**src/rtl/slip_axis_encoder_noid_pkg.sv**
```systemverilog
// Shared SLIP symbol defaults and escaper FSM encoding for the AXI-S SLIP encoder.
package slip_axis_encoder_noid_pkg;

  localparam int         DEF_SYMBOL_WIDTH   = 8;
  localparam logic [7:0] DEF_SYMBOL_END     = 8'hC0;
  localparam logic [7:0] DEF_SYMBOL_ESC     = 8'hDB;
  localparam logic [7:0] DEF_SYMBOL_ESC_END = 8'hDC;
  localparam logic [7:0] DEF_SYMBOL_ESC_ESC = 8'hDD;

  localparam logic [1:0] S_PASS = 2'd0;
  localparam logic [1:0] S_ESC2 = 2'd1;
  localparam logic [1:0] S_END  = 2'd2;
  localparam logic [1:0] S_LEAD = 2'd3;

endpackage

```
**src/rtl/slip_escaper.sv**
```systemverilog
// SLIP escaper: turns data/end requests into a single registered SLIP symbol slot.
// Handshake: a request is taken when i_valid && o_ready; the output symbol is
// transferred when o_valid && i_ready, and is held stable while o_valid && !i_ready.
module slip_escaper
  import slip_axis_encoder_noid_pkg::*;
#(
  parameter int                      SYMBOL_WIDTH   = DEF_SYMBOL_WIDTH,
  parameter logic [SYMBOL_WIDTH-1:0] SYMBOL_END     = DEF_SYMBOL_END,
  parameter logic [SYMBOL_WIDTH-1:0] SYMBOL_ESC     = DEF_SYMBOL_ESC,
  parameter logic [SYMBOL_WIDTH-1:0] SYMBOL_ESC_END = DEF_SYMBOL_ESC_END,
  parameter logic [SYMBOL_WIDTH-1:0] SYMBOL_ESC_ESC = DEF_SYMBOL_ESC_ESC
) (
  input  logic                    i_clk,
  input  logic                    i_rst_n,
  input  logic                    i_valid,
  input  logic [SYMBOL_WIDTH-1:0] i_data,
  input  logic                    i_has_data,
  input  logic                    i_end,
  input  logic                    i_lead,
  output logic                    o_ready,
  input  logic                    i_ready,
  output logic                    o_valid,
  output logic [SYMBOL_WIDTH-1:0] o_data,
  output logic [1:0]              o_state
);

  logic [1:0]              state_q, state_d;
  logic                    valid_q, valid_d;
  logic [SYMBOL_WIDTH-1:0] data_q, data_d;
  logic [SYMBOL_WIDTH-1:0] hold_q, hold_d;
  logic                    last_q, last_d;

  logic                    slot_free;
  logic                    do_process;
  logic [SYMBOL_WIDTH-1:0] proc_data;
  logic                    proc_last;

  // S_LEAD replays the beat captured while its leading END went out.
  assign proc_data = (state_q == S_LEAD) ? hold_q : i_data;
  assign proc_last = (state_q == S_LEAD) ? last_q : i_end;

  always_comb begin
    slot_free  = !valid_q || i_ready;
    o_ready    = (state_q == S_PASS) && slot_free && i_rst_n;
    state_d    = state_q;
    valid_d    = valid_q;
    data_d     = data_q;
    hold_d     = hold_q;
    last_d     = last_q;
    do_process = 1'b0;
    if (slot_free) valid_d = 1'b0;

    case (state_q)
      S_PASS: begin
        if (i_valid && o_ready) begin
          if (!i_has_data) begin
            if (i_end) begin
              valid_d = 1'b1;
              data_d  = SYMBOL_END;
            end
          end else if (i_lead) begin
            valid_d = 1'b1;
            data_d  = SYMBOL_END;
            hold_d  = i_data;
            last_d  = i_end;
            state_d = S_LEAD;
          end else begin
            do_process = 1'b1;
          end
        end
      end
      S_LEAD: do_process = slot_free;
      S_ESC2: begin
        if (slot_free) begin
          valid_d = 1'b1;
          data_d  = hold_q;
          state_d = last_q ? S_END : S_PASS;
        end
      end
      S_END: begin
        if (slot_free) begin
          valid_d = 1'b1;
          data_d  = SYMBOL_END;
          state_d = S_PASS;
        end
      end
    endcase

    if (do_process) begin
      valid_d = 1'b1;
      if (proc_data == SYMBOL_END || proc_data == SYMBOL_ESC) begin
        data_d  = SYMBOL_ESC;
        hold_d  = (proc_data == SYMBOL_END) ? SYMBOL_ESC_END : SYMBOL_ESC_ESC;
        last_d  = proc_last;
        state_d = S_ESC2;
      end else begin
        data_d  = proc_data;
        state_d = proc_last ? S_END : S_PASS;
      end
    end
  end

  always_ff @(posedge i_clk) begin
    if (!i_rst_n) begin
      state_q <= S_PASS;
      valid_q <= 1'b0;
      data_q  <= '0;
      hold_q  <= '0;
      last_q  <= 1'b0;
    end else begin
      state_q <= state_d;
      valid_q <= valid_d;
      data_q  <= data_d;
      hold_q  <= hold_d;
      last_q  <= last_d;
    end
  end

  assign o_valid = valid_q;
  assign o_data  = data_q;
  assign o_state = state_q;

endmodule

```
**src/rtl/slip_axis_encoder_noid.sv**
```systemverilog
// AXI-S (TKEEP/TLAST) to SLIP symbol stream encoder; optional leading END per packet.
module slip_axis_encoder_noid
  import slip_axis_encoder_noid_pkg::*;
#(
  parameter int                      SYMBOL_WIDTH   = DEF_SYMBOL_WIDTH,
  parameter logic [SYMBOL_WIDTH-1:0] SYMBOL_END     = DEF_SYMBOL_END,
  parameter logic [SYMBOL_WIDTH-1:0] SYMBOL_ESC     = DEF_SYMBOL_ESC,
  parameter logic [SYMBOL_WIDTH-1:0] SYMBOL_ESC_END = DEF_SYMBOL_ESC_END,
  parameter logic [SYMBOL_WIDTH-1:0] SYMBOL_ESC_ESC = DEF_SYMBOL_ESC_ESC,
  parameter bit                      LEAD_END       = 1'b0
) (
  input  logic                    i_clk,
  input  logic                    i_rst_n,
  input  logic                    i_s_axis_tvalid,
  output logic                    o_s_axis_tready,
  input  logic [SYMBOL_WIDTH-1:0] i_s_axis_tdata,
  input  logic                    i_s_axis_tkeep,
  input  logic                    i_s_axis_tlast,
  output logic                    o_m_axis_tvalid,
  input  logic                    i_m_axis_tready,
  output logic [SYMBOL_WIDTH-1:0] o_m_axis_tdata
);

  logic       in_pkt_q, in_pkt_d;
  logic       lead;
  logic       accept;
  logic [1:0] esc_state;

  assign lead   = LEAD_END && !in_pkt_q;
  assign accept = i_s_axis_tvalid && o_s_axis_tready;

  // The packet closes whenever the escaper sits in S_END or a bare END beat is taken.
  always_comb begin
    in_pkt_d = in_pkt_q;
    if (esc_state == S_END) begin
      in_pkt_d = 1'b0;
    end else if (accept) begin
      if (i_s_axis_tkeep)      in_pkt_d = 1'b1;
      else if (i_s_axis_tlast) in_pkt_d = 1'b0;
    end
  end

  always_ff @(posedge i_clk) begin
    if (!i_rst_n) in_pkt_q <= 1'b0;
    else          in_pkt_q <= in_pkt_d;
  end

  slip_escaper #(
    .SYMBOL_WIDTH  (SYMBOL_WIDTH),
    .SYMBOL_END    (SYMBOL_END),
    .SYMBOL_ESC    (SYMBOL_ESC),
    .SYMBOL_ESC_END(SYMBOL_ESC_END),
    .SYMBOL_ESC_ESC(SYMBOL_ESC_ESC)
  ) u_escaper (
    .i_clk     (i_clk),
    .i_rst_n   (i_rst_n),
    .i_valid   (i_s_axis_tvalid),
    .i_data    (i_s_axis_tdata),
    .i_has_data(i_s_axis_tkeep),
    .i_end     (i_s_axis_tlast),
    .i_lead    (lead),
    .o_ready   (o_s_axis_tready),
    .i_ready   (i_m_axis_tready),
    .o_valid   (o_m_axis_tvalid),
    .o_data    (o_m_axis_tdata),
    .o_state   (esc_state)
  );

endmodule
```
**config.mk**
```make
export PLATFORM = sky130hd
export DESIGN_NAME = slip_axis_encoder_noid
export DESIGN_NICKNAME = d
export VERILOG_FILES = /design/src/rtl/slip_axis_encoder_noid_pkg.sv /design/src/rtl/slip_escaper.sv /design/src/rtl/slip_axis_encoder_noid.sv
export SDC_FILE = /design/constraint.sdc
export NUM_CORES = 1
export LEC_CHECK = 0
export CAP_MARGIN = 20
export CORE_ASPECT_RATIO = 0.5
export CORE_MARGIN = 2
export CORE_UTILIZATION = 30
export DETAILED_ROUTE_END_ITERATION = 6
export GPL_TIMING_DRIVEN = 0
export PLACE_DENSITY = 0.55
export SYNTH_ARGS = -nofsm -noshare
export SYNTH_HDL_FRONTEND = slang
export SYNTH_HIERARCHICAL = 1
export SYNTH_SLANG_ARGS = --single-unit
```
**constraint.sdc**
```tcl
create_clock -name i_clk -period 2.2 [get_ports i_clk]
set_clock_uncertainty 0.1 [all_clocks]
set_input_delay 0.44 -clock i_clk [delete_from_list [all_inputs] [get_ports i_clk]]
set_output_delay 0.44 -clock i_clk [all_outputs]
set_load 0.03 [all_outputs]
```
# Word level (Yosys, flattened, before mapping)
# Index checks and enable logic that the tools add are counted.
word_totals:
  register_bits: 20
classes:
  eq_ne: 10
  mux: 28
  n_reduce_logical: 13
op_table:
  columns: ["cell", "n"]
  rows:
  - ["two-way mux 8 bit", 8]
  - ["case mux 8 bit (3 select lines)", 1]
  - ["equality test 8 bit, second input constant", 2]
  - ["two-way mux 2 bit", 6]
  - ["two-way mux 1 bit", 10]
  - ["!= test 3 x 2 -> 1 bit, second input constant", 3]
  - ["!= test 3 x 1 -> 1 bit, second input constant", 2]
  - ["AND reduction 6 bit", 1]
  - ["equality test 2 bit, second input constant", 2]
  - ["case mux 1 bit (2 select lines)", 2]
  - ["case mux 2 bit (2 select lines)", 1]
  - ["nonzero test 4 bit", 1]
  - ["logical AND 1 bit", 3]
  - ["AND reduction 3 bit", 1]
  - ["nonzero test 3 bit", 1]
  - ["equality test 2 x 1 -> 1 bit, second input constant", 1]
  - ["logical NOT 2 bit", 1]
  - ["logical OR 1 bit", 2]
  - ["AND reduction 2 bit", 1]
  - ["OR reduction 2 bit", 1]
  - ["logical NOT 1 bit", 1]

# Longest topological paths before layout
# Gate-level depths: netlist of the first run.
depth:
  ltp_word: 9
  ltp_mapped: 9

# Modules after synthesis
# Netlist of the first run, hierarchy kept.
by_module_without_submodules:
  columns: ["module", "instances", "cells_per_inst", "area_per_inst_um2", "seq_area_each_um2"]
  rows:
  - ["slip_escaper", 1, 161, 1333.8, 400.4]
  - ["slip_axis_encoder_noid", 1, 1, 3.8, 0.0]

# Worst setup path after synthesis of the first run
# No wires, ideal clock.
synth_path:
  path_type: "register to register"
  startpoint: "register u_escaper.state_q[0] (netlist: u_escaper/o_state[0])"
  endpoint: "register u_escaper.data_q[1] (netlist: u_escaper/o_data[1])"
  setup_ns: 0.120
  arrival_ns: 1.734
  t_required_ns: 1.980
  path_slack_ns: 0.246
  path_stages_with_launch: 9
  n_path_buf: 1
  cell_sequence: "dfxtp_1 > inv_1 > ha_1 > clkbuf_1 > nand2b_1 > o21ai_0 > nor2_1 > a221oi_2 > nor2_1"
synth_via:
  elab_chain_cells: 8
synth_lines:
  columns: ["element", "line_no", "text"]
  rows:
  - ["start, declared", "slip_escaper.sv:27", "logic [1:0] state_q, state_d;"]
  - ["start signal, assigned", "slip_escaper.sv:111", "state_q <= state_d;"]
  - ["logical NOT 2 bit", "slip_escaper.sv:44, slip_escaper.sv:53", null]
  - ["logical AND 1 bit (2 in series)", "slip_escaper.sv:44", "o_ready = (state_q == S_PASS) && slot_free && i_rst_n;"]
  - ["logical AND 1 bit", "slip_escaper.sv:55", "if (i_valid && o_ready) begin"]
  - ["two-way mux 1 bit", "slip_escaper.sv:55", null]
  - ["case mux 1 bit (2 select lines)", "slip_escaper.sv:53", "case (state_q)"]
  - ["!= test 3 x 2 -> 1 bit (no source line), or another cell as far along", null, null]
  - ["AND reduction 6 bit (no source line)", null, null]
  - ["end signal, assigned", "slip_escaper.sv:113", "data_q <= data_d;"]
  - ["end, declared", "slip_escaper.sv:29", "logic [SYMBOL_WIDTH-1:0] data_q, data_d;"]
# Several ways; a longest one is shown, not always the timed one.
# A chain may end at the register's enable or synchronous reset.

# Final worst setup path of the first run
layout_path:
  startpoint: "input i_m_axis_tready"
  endpoint: "output o_s_axis_tready"
layout_via:
  elab_chain_cells: 3
layout_lines:
  columns: ["element", "line_no", "text"]
  rows:
  - ["start, declared", "slip_axis_encoder_noid.sv:20", "input logic i_m_axis_tready,"]
  - ["logical OR 1 bit", "slip_escaper.sv:43", "slot_free = !valid_q || i_ready;"]
  - ["logical AND 1 bit (2 in series)", "slip_escaper.sv:44", null]
  - ["end, declared", "slip_axis_encoder_noid.sv:15", "output logic o_s_axis_tready,"]
# No other way between the ends.

==> results of run 1 <==
-- metrics by stage --
stage	util (%)	worst slack, ns	TNS [ns]	hold WS (ns)	cell area (um^2)
after floorplan	-	0.246	0	0.380	1350
after global placement	37.9	-0.386	-3.20	0.341	1650
after detailed placement	37.9	-0.405	-3.58	0.348	1650
after CTS	39.8	0.0140	0	0.358	1730
after global routing	40.3	-0.00199	-0.00199	0.378	1750
final	40.3	0.0535	0	0.355	1750
-- path summary, 6_finish.rpt --
| path | slack, ns | from | cells past startpoint | end |
|---|---|---|---|---|
| min reg2reg | 0.36 | u_escaper/o_data[6] | 2 | u_escaper/o_data[6] |
| max | 0.05 | i_m_axis_tready | 4 | o_s_axis_tready |
| max reg2reg | 0.10 | u_escaper/o_state[0] | 9 | u_escaper/last_q |
| min | 0.36 | u_escaper/o_data[6] | 2 | u_escaper/o_data[6] |
-- metal layers --
metal  track usage [%]  wire length (um)
met1              20.8              1820
met2              23.4              1570
met3              3.56               169
met4              2.74                17
met5                 0                 0
-- cells by family after synthesis --
family                     after synthesis
AOI/OAI and AO/OA                       50
adders and majority gates                4
buffers and inverters                   15
DFF                                     20
muxes                                   14
other                                    1
and+or+nand+nor                         58
-- layout by cell type, fill, tap and decap left out, types with 2 or more instances in the layout --
cell type	synthesis	layout
mux2i_1	10	10
nand4_1	2	2
o21ai_0	7	6
buf_2	3	3
dlymetal6s2s_1	0	2
nand2b_1	4	3
buf_6	3	3
a31oi_1	7	7
nand3_1	8	8
dfxtp_2	0	2
and2_1	3	2
nand2_2	1	2
a21boi_1	7	7
nor3_1	2	2
dfxtp_1	20	18
clkbuf_1	3	2
mux2_2	3	3
a21oi_1	7	7
o311ai_1	2	2
nand2_1	15	14
ha_2	0	2
o21ai_1	3	3
a21o_1	4	4
inv_1	6	6
nor2_1	13	13
clkdlybuf4s50_1	0	20
ha_1	4	2
or2_1	2	2
o22ai_1	2	2
conb_1	1	3
clkbuf_8	0	3
-- state kept, by name, summed over array words and instances (netlist names) --
signal / count
u_escaper/o_state: 2
u_escaper/last_q: 1
u_escaper/o_valid: 1
u_escaper/o_data: 8
u_escaper/hold_q: 8
-- area by class of cell --
class	count	area (um^2)	area share [%]
multi-input combinational	129	887	50.8
sequential	20	403	23.1
timing repair buffer	23	235	13.5
tap	57	71.3	4.08
buffer	8	56.3	3.22
clock buffer	3	41.3	2.36
clock inverter	1	30.0	1.72
inverter	6	22.5	1.29
-- worst max-delay path, cell delays in order --
cell and delay [ns]:
clkdlybuf4s50_1 0.47, nand2b_2 0.22, and2_1 0.18, clkdlybuf4s18_2 0.30
-- where the power goes --
| group | switching [W] | total (W) | internal (W) |
|---|---|---|---|
| clock | 0.000133 | 0.000376 | 0.000243 |
| sequential | 0.0000480 | 0.000484 | 0.000436 |
| combinational | 0.000466 | 0.000787 | 0.000321 |
-- timing repair --
item / in CTS / in global routing
hold endpoints to repair: 0 / 0
resized for setup: 8 / 9
setup endpoints to repair: 7 / 13
pin swaps: 0 / 1
==> metrics.md, run 1 <==
| Metric | Value |
|---|---|
| Status | complete, no violations |
| Htree depth | 1 |
| Xor/xnor cell area share of the yosys netlist | 0% |
| Post-synth EDFFs | 0 |
| DIE WIDTH | 98.4 um |
| Adder-Cell Fraction of Synth Area | 3.74% |
| Clock edge transition at the registers on the reported setup and hold paths | 0.08 ns |
| TritonCTS clock tree | done |
| Initial antenna violation count | 0 |
| Vias in the first global route | 1192 |
| Primary FF master, synth | dfxtp_1 |
| Starting DRT DRC Count | 42 |
| Final Instance Count excl. Fillers | 247 |
| Pre-antenna DRT Iters | 4 |
| Cell Count Post-Placement | 244 |
| Port-buffer cells | 23 |
| Peak VDD IR | 0.350 mV |
| Die area | 5040 um^2 |
| First-pass GRT wire length | 5860 um |
| Inserted Diodes | 0 |
| Share of post-route cells with drive strength above 1 | 15.3% |
| Setup bufs post-CTS | 0 |
| Number of synthesized register bits | 20 |
| DP Wirelength | 2550 um |
| Via count | 1276 |
| Minimum clock period | 2.15 ns |
| Worst slew pin tran | 0.554 ns |
| Complex-gate fraction of the synthesized area | 26.1% |
| Async SR Flop Fraction | 0% |
| GRT Residual Overflow | 0 |
| Setup violators final | 0 |
| Synth top area share | 29.9% |
| Vias/cell | 5.17 |
| Rows | 17 |
| Drc violations | 0 |
| CP endpoint kind | output port |
| Register area share after synthesis | 29.9% |
| Post-Syn Area | 1340 um^2 |
| YS warnings | 6 |
| PD cells | 943 nW/um^2 |
| Max cap viols | 0 |
| Io pins | 24 |
| Slew HR | 63.1% |
| Main combinational cell family by area after synthesis | compound AO/OA/AOI/OAI gates |
| Pleak | 0.680 nW |
| Achievable Freq | 466 MHz |
| CTS root buf | clkbuf_8 |
| CTS Buffer Depth | 2 |
| Clk_lat worst skew | 0.26 ns |
| Worst-path maximum fanout | 7 |
| GRT Total Usage | 14.8% |
| Startpoint Class | primary input |
| Synthesis-to-finish area growth | 30.6% |
| Syn Area/Cell | 8.26 um^2 |
| Clock net sink count | 20 |
| Largest net degree at the start of global routing | 13 |
| Nets@finish | 209 |
| ANT nets after route | 0 |
| Total power | 0.00165 W |
| Routed WL | 3580 um |
| CP arrival | 1.61 ns |
| Core area | 4340 um^2 |
| GPL Wtd Cong | 0.839 |
| Cts hold-fix bufs | 0 |
| Synth top cells by count | 20 x dfxtp_1, 15 x nand2_1, 13 x nor2_1 |
| Inserted Clock Buffers | 3 |
| Count leader, synth | dfxtp_1 |
| Initial Util | 30.8% |
| Final slew viol count | 0 |
| Simple-Gate Fraction of Synth Area | 22.7% |
| Worst setup path category | primary input to output port |
| Count of cell types in the netlist | 46 |
| Top area cells in the synthesized netlist | dfxtp_1 30%, mux2i_1 7.5%, nand2_1 4.2%, a21boi_1 3.9%, ha_1 3.7% |
| Synthesized netlist cell count | 162 |
| Hold Vio Cnt, Final | 0 |
| Worst Hold Class | flip-flop to flip-flop |
| Final Cycle Share | 97.6% |
| Synth area leader | dfxtp_1 |
| Die Span Y | 51.2 um |
| Routed len/inst | 14.5 um |
| Worst EP required | 1.66 ns |
| Fill count | 460 |
| Fraction of synthesized area in multiplexers | 11.0% |
No activity file was read; power rests on OpenSTA's default activity.
==> inputs of run 2 (changes only) <==
--- a/config.mk
+++ b/config.mk
@@ -9,6 +9,7 @@
 export CORE_ASPECT_RATIO = 0.5
 export CORE_MARGIN = 2
 export CORE_UTILIZATION = 30
+export CTS_CLUSTER_DIAMETER = 30
 export DETAILED_ROUTE_END_ITERATION = 6
 export GPL_TIMING_DRIVEN = 0
 export PLACE_DENSITY = 0.55
==> results of run 2 <==
No change in the layout: final DEF, timing and power equal those of run 1.
